**config.mk**
```make
export PLATFORM = sky130hd
export DESIGN_NAME = ps2_host_tx
export DESIGN_NICKNAME = d
export VERILOG_FILES = /design/src/rtl/ps2_host_tx.sv
export SDC_FILE = /design/constraint.sdc
export NUM_CORES = 1
export LEC_CHECK = 0
export CAP_MARGIN = 15
export CORE_MARGIN = 2
export CORE_UTILIZATION = 25
export DETAILED_ROUTE_END_ITERATION = 10
export GPL_ROUTABILITY_DRIVEN = 0
export PLACE_DENSITY = 0.42
export SETUP_SLACK_MARGIN = 0.02
export SLEW_MARGIN = 20
export SYNTH_ARGS = -nofsm -noshare
export SYNTH_HDL_FRONTEND = slang
export SYNTH_SLANG_ARGS = --single-unit
```
**constraint.sdc**
```tcl
create_clock -name clk -period 6.55 [get_ports clk]
set_clock_uncertainty 0.05 [all_clocks]
set_input_delay 0.655 -clock clk [delete_from_list [all_inputs] [get_ports clk]]
set_output_delay 0.655 -clock clk [all_outputs]
set_load 0.02 [all_outputs]
```
**src/rtl/ps2_host_tx.sv**
```systemverilog
// ps2_host_tx
// -----------------------------------------------------------------------------
// PS/2 host-to-device transmitter. Sends one command byte (e.g. 0xED set-LEDs,
// 0xFF reset) to a keyboard using the host request-to-send sequence:
//   1. hold the PS/2 clock low for INHIBIT_US,
//   2. pull data low (start bit) and release the clock,
//   3. let the device clock out d0..d7, odd parity and stop,
//   4. read the device ACK bit on the next falling clock,
//   5. wait for both lines to return high.
// Both PS/2 lines are open-drain: an *_oe_o output of 1 drives the pin low,
// 0 releases it to the external pull-up. This block shares the pins with the
// ps2kbd receiver; the receiver discards frames while busy_o is high.
//
// Handshake: a byte on data_i is accepted on a rising clk edge where
// valid_i && ready_o. ready_o is high only in IDLE, so valid_i is ignored
// while a frame is in flight; valid_i may be held high and the next byte is
// taken as soon as ready_o returns.
//
// Ports:
//   clk            system clock
//   reset_i        synchronous active-high reset
//   data_i[7:0]    command byte
//   valid_i        request to send data_i
//   ready_o        high in IDLE
//   busy_o         high whenever a frame is in progress
//   done_o         one-cycle pulse: frame sent and ACK (data low) received
//   err_o          one-cycle pulse: timeout, or ACK sampled high
//   ps2_clk_i      raw PS/2 clock pin level (asynchronous)
//   ps2_data_i     raw PS/2 data pin level (asynchronous)
//   ps2_clk_oe_o   1 = drive clock pin low, 0 = release
//   ps2_data_oe_o  1 = drive data pin low, 0 = release
// -----------------------------------------------------------------------------
module ps2_host_tx #(
    parameter int unsigned FREQ_HZ    = 25_000_000,
    parameter int unsigned INHIBIT_US = 100,
    parameter int unsigned TIMEOUT_US = 15_000
) (
    input  logic       clk,
    input  logic       reset_i,
    input  logic [7:0] data_i,
    input  logic       valid_i,
    output logic       ready_o,
    output logic       busy_o,
    output logic       done_o,
    output logic       err_o,
    input  logic       ps2_clk_i,
    input  logic       ps2_data_i,
    output logic       ps2_clk_oe_o,
    output logic       ps2_data_oe_o
);

    localparam int unsigned CYC_PER_US = FREQ_HZ / 1_000_000;
    localparam int unsigned INH        = CYC_PER_US * INHIBIT_US;
    localparam int unsigned TMO        = CYC_PER_US * TIMEOUT_US;
    localparam int unsigned CNT_MAX    = (INH > TMO) ? INH : TMO;
    localparam int unsigned CW         = $clog2(CNT_MAX + 1);

    localparam logic [CW-1:0] INH_LD  = CW'(INH);
    localparam logic [CW-1:0] TMO_LD  = CW'(TMO);
    localparam logic [CW-1:0] CNT_ONE = CW'(1);

    typedef enum logic [2:0] {
        ST_IDLE      = 3'd0,
        ST_INHIBIT   = 3'd1,  // clock held low for INH cycles
        ST_START     = 3'd2,  // clock still low, data low (start bit) for one cycle
        ST_SEND      = 3'd3,  // device clocks out start, d0..d7, parity, stop
        ST_ACK       = 3'd4,  // sample device ACK on the next fall
        ST_WAIT_IDLE = 3'd5   // wait for both lines high
    } state_t;

    // -------------------------------------------------------------------------
    // Line conditioning. Synchronizers reset to 1 (idle bus level) so that a
    // reset never manufactures a falling edge.
    // -------------------------------------------------------------------------
    logic clk_meta, clk_sync, clk_prev;
    logic data_meta, data_sync;
    logic fall;

    always_ff @(posedge clk) begin
        if (reset_i) begin
            clk_meta  <= 1'b1;
            clk_sync  <= 1'b1;
            clk_prev  <= 1'b1;
            data_meta <= 1'b1;
            data_sync <= 1'b1;
        end else begin
            clk_meta  <= ps2_clk_i;
            clk_sync  <= clk_meta;
            clk_prev  <= clk_sync;
            data_meta <= ps2_data_i;
            data_sync <= data_meta;
        end
    end

    assign fall = clk_prev & ~clk_sync;

    // -------------------------------------------------------------------------
    // State and datapath registers
    // -------------------------------------------------------------------------
    state_t        state_q,    state_d;
    logic [8:0]    shift_q,    shift_d;     // {parity, d7..d0}, shifted out LSB first
    logic [3:0]    bitcnt_q,   bitcnt_d;
    logic [CW-1:0] cnt_q,      cnt_d;       // shared inhibit / timeout down-counter
    logic          data_oe_q,  data_oe_d;
    logic          err_seen_q, err_seen_d;  // ACK error already reported this frame
    logic          done_pulse, err_pulse;
    logic          cnt_zero;

    always_ff @(posedge clk) begin
        if (reset_i) begin
            state_q    <= ST_IDLE;
            shift_q    <= '0;
            bitcnt_q   <= '0;
            cnt_q      <= '0;
            data_oe_q  <= 1'b0;
            err_seen_q <= 1'b0;
        end else begin
            state_q    <= state_d;
            shift_q    <= shift_d;
            bitcnt_q   <= bitcnt_d;
            cnt_q      <= cnt_d;
            data_oe_q  <= data_oe_d;
            err_seen_q <= err_seen_d;
        end
    end

    assign cnt_zero = (cnt_q == '0);

    // Timeout has priority over a coincident clock fall so that the line
    // release and err_o always happen in the same cycle.
    always_comb begin
        state_d    = state_q;
        shift_d    = shift_q;
        bitcnt_d   = bitcnt_q;
        cnt_d      = cnt_q;
        data_oe_d  = data_oe_q;
        err_seen_d = err_seen_q;
        done_pulse = 1'b0;
        err_pulse  = 1'b0;

        case (state_q)
            ST_IDLE: begin
                data_oe_d = 1'b0;
                if (valid_i) begin
                    shift_d    = {~^data_i, data_i};
                    cnt_d      = INH_LD;
                    bitcnt_d   = '0;
                    err_seen_d = 1'b0;
                    state_d    = ST_INHIBIT;
                end
            end

            ST_INHIBIT: begin
                // INHIBIT lasts INH cycles; START adds the last clock-low cycle
                // with data already low, giving INH+1 cycles of clock low.
                if (cnt_q <= CNT_ONE) begin
                    cnt_d     = '0;
                    data_oe_d = 1'b1;
                    state_d   = ST_START;
                end else begin
                    cnt_d = cnt_q - CNT_ONE;
                end
            end

            ST_START: begin
                cnt_d    = TMO_LD;
                bitcnt_d = '0;
                state_d  = ST_SEND;
            end

            ST_SEND: begin
                if (cnt_zero) begin
                    data_oe_d = 1'b0;
                    err_pulse = 1'b1;
                    state_d   = ST_IDLE;
                end else if (fall) begin
                    cnt_d    = TMO_LD;
                    bitcnt_d = bitcnt_q + 4'd1;
                    if (bitcnt_q >= 4'd9) begin
                        // stop bit: release data, device will pull it for ACK
                        data_oe_d = 1'b0;
                        state_d   = ST_ACK;
                    end else begin
                        data_oe_d = ~shift_q[0];
                        shift_d   = {1'b0, shift_q[8:1]};
                    end
                end else begin
                    cnt_d = cnt_q - CNT_ONE;
                end
            end

            ST_ACK: begin
                if (cnt_zero) begin
                    data_oe_d = 1'b0;
                    err_pulse = 1'b1;
                    state_d   = ST_IDLE;
                end else if (fall) begin
                    cnt_d   = TMO_LD;
                    state_d = ST_WAIT_IDLE;
                    if (data_sync) begin
                        err_pulse  = 1'b1;
                        err_seen_d = 1'b1;
                    end
                end else begin
                    cnt_d = cnt_q - CNT_ONE;
                end
            end

            ST_WAIT_IDLE: begin
                data_oe_d = 1'b0;
                if (cnt_zero) begin
                    // a NAK already produced this frame's single err pulse
                    err_pulse = ~err_seen_q;
                    state_d   = ST_IDLE;
                end else if (clk_sync && data_sync) begin
                    done_pulse = ~err_seen_q;
                    state_d    = ST_IDLE;
                end else begin
                    cnt_d = cnt_q - CNT_ONE;
                end
            end

            default: begin
                data_oe_d = 1'b0;
                state_d   = ST_IDLE;
            end
        endcase
    end

    // -------------------------------------------------------------------------
    // Outputs
    // -------------------------------------------------------------------------
    assign ready_o      = (state_q == ST_IDLE);
    assign busy_o       = (state_q != ST_IDLE);
    assign ps2_clk_oe_o = (state_q == ST_INHIBIT) || (state_q == ST_START);

    // Data is only ever driven from the start bit through the parity bit, and
    // is dropped in the very cycle a SEND timeout fires.
    assign ps2_data_oe_o = data_oe_q &&
                           ((state_q == ST_START) || ((state_q == ST_SEND) && !cnt_zero));

    // A reset sampled in the same cycle suppresses any pending pulse.
    assign done_o = done_pulse & ~reset_i;
    assign err_o  = err_pulse  & ~reset_i;

endmodule

```
==> run summary, run 1 <==
Status: complete, no violations
Hold Path Class: reg -> reg
Synth Warn #: 0
Worst Min Path Start: clk_meta
Via count: 2441
CTS tree: built
# DRC: 0
Pin slew with the least headroom to its limit: 1.01 ns
H-tree Lvls: 2
P per Cell Area: 488 mW/mm2
Filler cells: 1064
Max Cap Viol: 0
DPL Wire Length: 5.31 mm
Die extent in x: 105 um
Worst path cell trace: clkinv_1 > nor2_1 > o21ai_0 > a21oi_1 > clkdlybuf4s50_1
Worst path top cell family by delay: buffers and inverters
Dominant synthesized flop cell: dfxtp_1
Slew headroom: 32.4%
RSZ-0062 raised after global routing: no
Vias in the first global route: 2307
Pin count of the biggest net entering global routing: 40
Die Area: 0.0110 mm2
Required @ worst endpoint: 5.84 ns
GR Overflow Total: 0
Total track usage: 13.8%
CP Launch Type: flop
Post-CTS Setup Bufs: 0
Drt initial violations: 141
Lkg Pwr: 0.00102 uW
Core area: 0.00986 mm2
Asr flop ratio synth: 0%
Number of synthesized flops with an enable pin: 0
Hold path endpoint: clk_sync
Reg2reg setup slack: 3.42 ns
Hold buffers post-CTS: 0
Die Span Y: 105 um
Worst r2r dst: cnt_q[14]
Fin crit period: 3.80 ns
Final Util: 29.9%
Area delta synth->final: 15.5%
Ports: 19
Core Rows: 36
Final hold violations: 0
Sink Count: 42
Initial antenna violation count: 0
Buf/Inv on CP: 2
Avg Cell Area, Syn: 7.84 um2
Ant. Diodes: 0
CTS root buffer: clkbuf_8
Highest clock rate: 263 MHz
DRT Pass-1 Iters: 4
Final wirelength: 7.35 mm
Final Cycle Share: 58.0%
Post-route ant nets: 0
Synthesized cell area: 0.00256 mm2
Port Buffers: 18
CP Data Arrival Time: 3.09 ns
Vias per std cell: 5.16
Cell count after synthesis: 326
# setup viols final: 0
Register area share after synthesis: 32.9%
Wire per inst: 15.5 um
Worst Path Max Fanout: 16
Skew-Pair Late Insertion Delay: 0.30 ns
Hold Path Cell Cnt: 1
CTS Buffer Depth: 2
Worst Setup End Kind: output port
Setup_tns: 0 ns
Initial Utilization: 25.9%
Share of cells above drive strength 1: 6.76%
Unique masters post-synth: 55
Total Nets Final: 358
# resized after CTS: 0
Yosys reg bits: 42
Max IR drop VDD: 116 uV
CTS clock-pin slew for the worst setup and hold paths: 0.10 ns
R2R depth: 6
Global-route wire length before repair: 12.2 mm
CP peak stage delay: 0.72 ns
Crit Path Class: reg -> out
Post-Syn Nets: 345
Worst reg2reg startpoint: state_q[0]
Fin. max-slew vios: 0
Slowest CP cell: nor2_1
TritonCTS Buffers: 5
-- synthesized netlist by cell type, types with 5 or more instances --
master	number	area, um2
clkbuf_1	10	37.5
a21oi_1	26	130
inv_1	9	33.8
a311oi_1	12	105
or2_2	6	37.5
xnor2_1	12	105
dfxtp_1	42	841
nor2_1	32	120
nand3_1	7	35.0
nand2_1	45	169
nand4_1	5	31.3
and3_1	5	31.3
ha_1	6	75.1
a31oi_1	10	62.6
o21ai_0	18	90.1
nor3_1	14	70.1
-- sequential cells by signal (all words and copies together), names as in the netlist --
register,flops
data_sync,1
clk_prev,1
state_q,3
bitcnt_q,4
data_oe_q,1
clk_sync,1
err_seen_q,1
clk_meta,1
cnt_q,19
data_meta,1
shift_q,9
-- kinds of logic (layout without fill, tap and decap cells) --
| family | after synthesis | count (layout) | synth area share, % |
|---|---|---|---|
| AOI/OAI and AO/OA | 98 | 98 | 26.8 |
| xor gates and xnor gates | 16 | 16 | 5.48 |
| adders and majority gates | 6 | 6 | 2.94 |
| buffers and inverters | 24 | 38 | 3.72 |
| DFF | 42 | 42 | 32.9 |
| muxes | 1 | 1 | 0.392 |
| and+or+nand+nor | 139 | 139 | 27.8 |
-- per-layer routing --
| layer | wire length, um | share of wire, % | up-vias | track usage, % |
|---|---|---|---|---|
| met2 | 3440 | 47 | 46 | 22.4 |
| met4 | 150 | 2.0 | 0 | 5.81 |
| met3 | 209 | 2.8 | 11 | 1.75 |
| li1 | - | - | 1235 | - |
| met5 | 0 | 0 | - | 0 |
| met1 | 3550 | 48 | 1149 | 18.4 |
-- placed cells by master, fill, tap and decap left out, types with 2 or more instances in the layout --
cell type / n
o21a_1: 2
nand3_1: 7
or2_2: 6
or3_1: 2
xor2_1: 4
a311oi_1: 12
o21ai_0: 18
a21oi_1: 26
o311ai_0: 2
clkbuf_8: 5
nor3b_1: 2
or4_1: 4
nor4_4: 2
xnor2_1: 12
o31ai_1: 2
buf_4: 2
nor2b_1: 2
clkdlybuf4s50_1: 18
nand3b_1: 2
a21o_1: 3
a31oi_1: 10
dfxtp_1: 42
nand2b_1: 4
and3_1: 5
nor2_1: 32
inv_1: 9
nor3_1: 14
a41o_1: 2
a21boi_0: 2
nand4_1: 5
ha_1: 6
o2bb2ai_1: 2
clkinvlp_4: 2
nand2_1: 45
nor4_1: 3
-- stage by stage --
stage                     cells  total power [uW]  hold WS [ns]  area, um2  worst slack (ns)
after global routing        473              1570         0.410       2950              2.46
after detailed placement    465              1260         0.354       2860              3.07
after CTS                   473              1450         0.379       2950              2.72
final                       473              1440         0.371       2950              2.75
after global placement      465              1270         0.341       2860              3.13
after floorplan             326              1030         0.339       2560              3.99
-- power by group --
group          switching, uW  leakage (uW)  internal [uW]
sequential              96.6      0.000345            325
clock                    101     0.0000408           76.3
combinational            526      0.000635            318
total                    723       0.00102            719
-- worst max-delay path by stage --
stage | start | end | cells after the start
final | state_q[0] | err_o | 5
after global routing | state_q[0] | err_o | 5
after CTS | state_q[0] | err_o | 5
after detailed placement | state_q[0] | err_o | 5
after global placement | state_q[0] | err_o | 5
after floorplan | cnt_q[4] | err_o | 5
-- worst reg2reg max path, stage by stage, from the launching register on --
cell,delay (ns)
dfxtp_1,0.67
clkinv_1,0.41
nor2_1,0.72
a21oi_1,0.27
a21oi_1,0.44
nand2_1,0.19
o31ai_1,0.30
-- area by class of cell --
class | count | area [um2] | area share (%)
multi-input combinational | 260 | 1620 | 54.9
sequential | 42 | 841 | 28.5
timing repair buffer | 20 | 195 | 6.61
tap | 133 | 166 | 5.64
clock buffer | 5 | 68.8 | 2.33
inverter | 10 | 37.5 | 1.27
clock inverter | 3 | 23.8 | 0.805
No activity file was read; power rests on OpenSTA's default activity.
==> inputs of run 2 (changes only) <==
- clock period: 6.55 -> 3.9 ns (I/O delays scaled with it)
==> run 2 against run 1 <==
Against the previous run: worst hold slack is essentially flat; non-clock buffer count grew 6; via count grew 2.5%; global-route usage is essentially flat; routed wire length shrank 0.18%; flip-flop and latch count is the same; final area grew 1.7%; power grew 72%.
==> run summary, run 2 (synthesis results as in run 1) <==
CP Launch Type: flop
Skew-Pair Late Insertion Delay: 0.30 ns
CTS Buffer Depth: 2
Sw power: 1230 uW
GR Overflow Total: 0
Sequential share of power: 28.0%
Ports: 19
CP Data Arrival Time: 2.92 ns
Final hold violations: 0
Vias per std cell: 5.22
Status: complete, no violations
Sink Count: 42
Die Span Y: 105 um
Most common cell after layout, fill and taps aside: nand2_1
Commonest cells after routing, fill and taps aside: nand2_1 (45), dfxtp_1 (42), nor2_1 (32)
Core area: 0.00986 mm2
Drt initial violations: 154
Port Buffers: 18
# resized after CTS: 0
Die extent in x: 105 um
Placed Cells: 471
CP peak stage delay: 0.62 ns
Pin count of the biggest net entering global routing: 39
M1 GR Usage: 18.8%
Crit Path Class: reg -> out
Share of cells above drive strength 1: 8.38%
Lkg Pwr: 0.00106 uW
Vias in the first global route: 2406
Slowest CP cell: clkdlybuf4s50_1
DRT Pass-1 Iters: 5
Area delta synth->final: 17.5%
CTS root buffer: clkbuf_8
Worst Setup End Kind: output port
Final wirelength: 7.34 mm
Most Crowded Layer GR: met2
CTS clock-pin slew for the worst setup and hold paths: 0.10 ns
Max IR drop VDD: 260 uV
Global-route wire length before repair: 12.4 mm
Switching Fraction: 49.6%
Worst Path Max Fanout: 7
Global routing usage on met3: 2.00%
Worst setup margin: 0.540 ns
# DRC: 0
Biggest registers after layout: cnt_q (19), shift_q (9), bitcnt_q (4)
# setup viols final: 0
Clk pwr share: 12.9%
TritonCTS Buffers: 5
Post-CTS Setup Bufs: 0
Via count: 2501
Setup_tns: 0 ns
DPL Wire Length: 5.34 mm
Hold buffers post-CTS: 0
Total Nets Final: 364
Buf/Inv on CP: 1
Core Rows: 36
Dpl ws: 0.892 ns
Internal: 1250 uW
RSZ-0062 raised after global routing: no
Worst path top cell family by delay: simple AND/OR/NAND/NOR gates
Worst path cell trace: nor4_1 > nand3_1 > nor2_1 > o21ai_0 > a21oi_1 > clkdlybuf4s50_1
Post-route ant nets: 0
H-tree Lvls: 2
Slew headroom: 39.5%
Hold_ws: 0.370 ns
Max reg flops: 19
Pin slew with the least headroom to its limit: 0.904 ns
Wire per inst: 15.3 um
Die Area: 0.0110 mm2
Final Cycle Share: 86.2%
CTS tree: built
Total track usage: 13.8%
Max Cap Viol: 0
Hold Path Class: reg -> reg
Pwr Total: 2480 uW
Fin crit period: 3.36 ns
P per Cell Area: 827 mW/mm2
Fin. max-slew vios: 0
Comb power frac: 59.1%
Required @ worst endpoint: 3.46 ns
Highest clock rate: 298 MHz
Initial antenna violation count: 0
Met2 Track Usage GR: 22.1%
Initial Utilization: 25.9%
Fin cells: 479
Ant. Diodes: 0
Most flops, register: cnt_q
==> run 2: worst paths after layout <==
check | start | end | slack, ns | cells past startpoint
setup reg to reg | state_q[1] | cnt_q[2] | 1.20 | 6
hold reg to reg | data_meta | data_sync | 0.37 | 1
hold / removal | data_meta | data_sync | 0.37 | 1
setup / recovery | cnt_q[12] | err_o | 0.54 | 6
==> run 2: per-layer routing <==
metal | up-vias | wire, um
met3 | 10 | 217
met4 | 0 | 141
met2 | 48 | 3470
met5 | - | 0
met1 | 1201 | 3500
li1 | 1242 | -
==> run 2: power groups by stage <==
stage	Clock, uW	Sequential, uW	Combinational [uW]
floorplan	0	651	1080
global placement	0	701	1490
detailed placement	0	702	1450
CTS	338	692	1460
global route	352	721	1640
finish	319	695	1470
==> run 2: per-stage QoR <==
stage	utilization, %	instance area, um2
after CTS	30.4	3000
after global routing	30.4	3000
after floorplan	-	2560
final	30.4	3000
after detailed placement	29.5	2910
after global placement	29.5	2910
==> run 2: layout make-up <==
| class | count | area (um2) |
|---|---|---|
| repair buffers | 26 | 240 |
| clock inverters | 3 | 28.8 |
| clock buffers | 5 | 68.8 |
| fillers | 1079 | 6860 |
| multi-input cells | 260 | 1620 |
| inverters | 10 | 37.5 |
| well taps | 133 | 166 |
| flip-flops and latches | 42 | 841 |
==> inputs of run 3 (changes only) <==
- GPL_ROUTABILITY_DRIVEN: 0 -> 1
==> results of run 3 <==
Same layout as run 2: the final DEF is identical, and so are final timing and power.
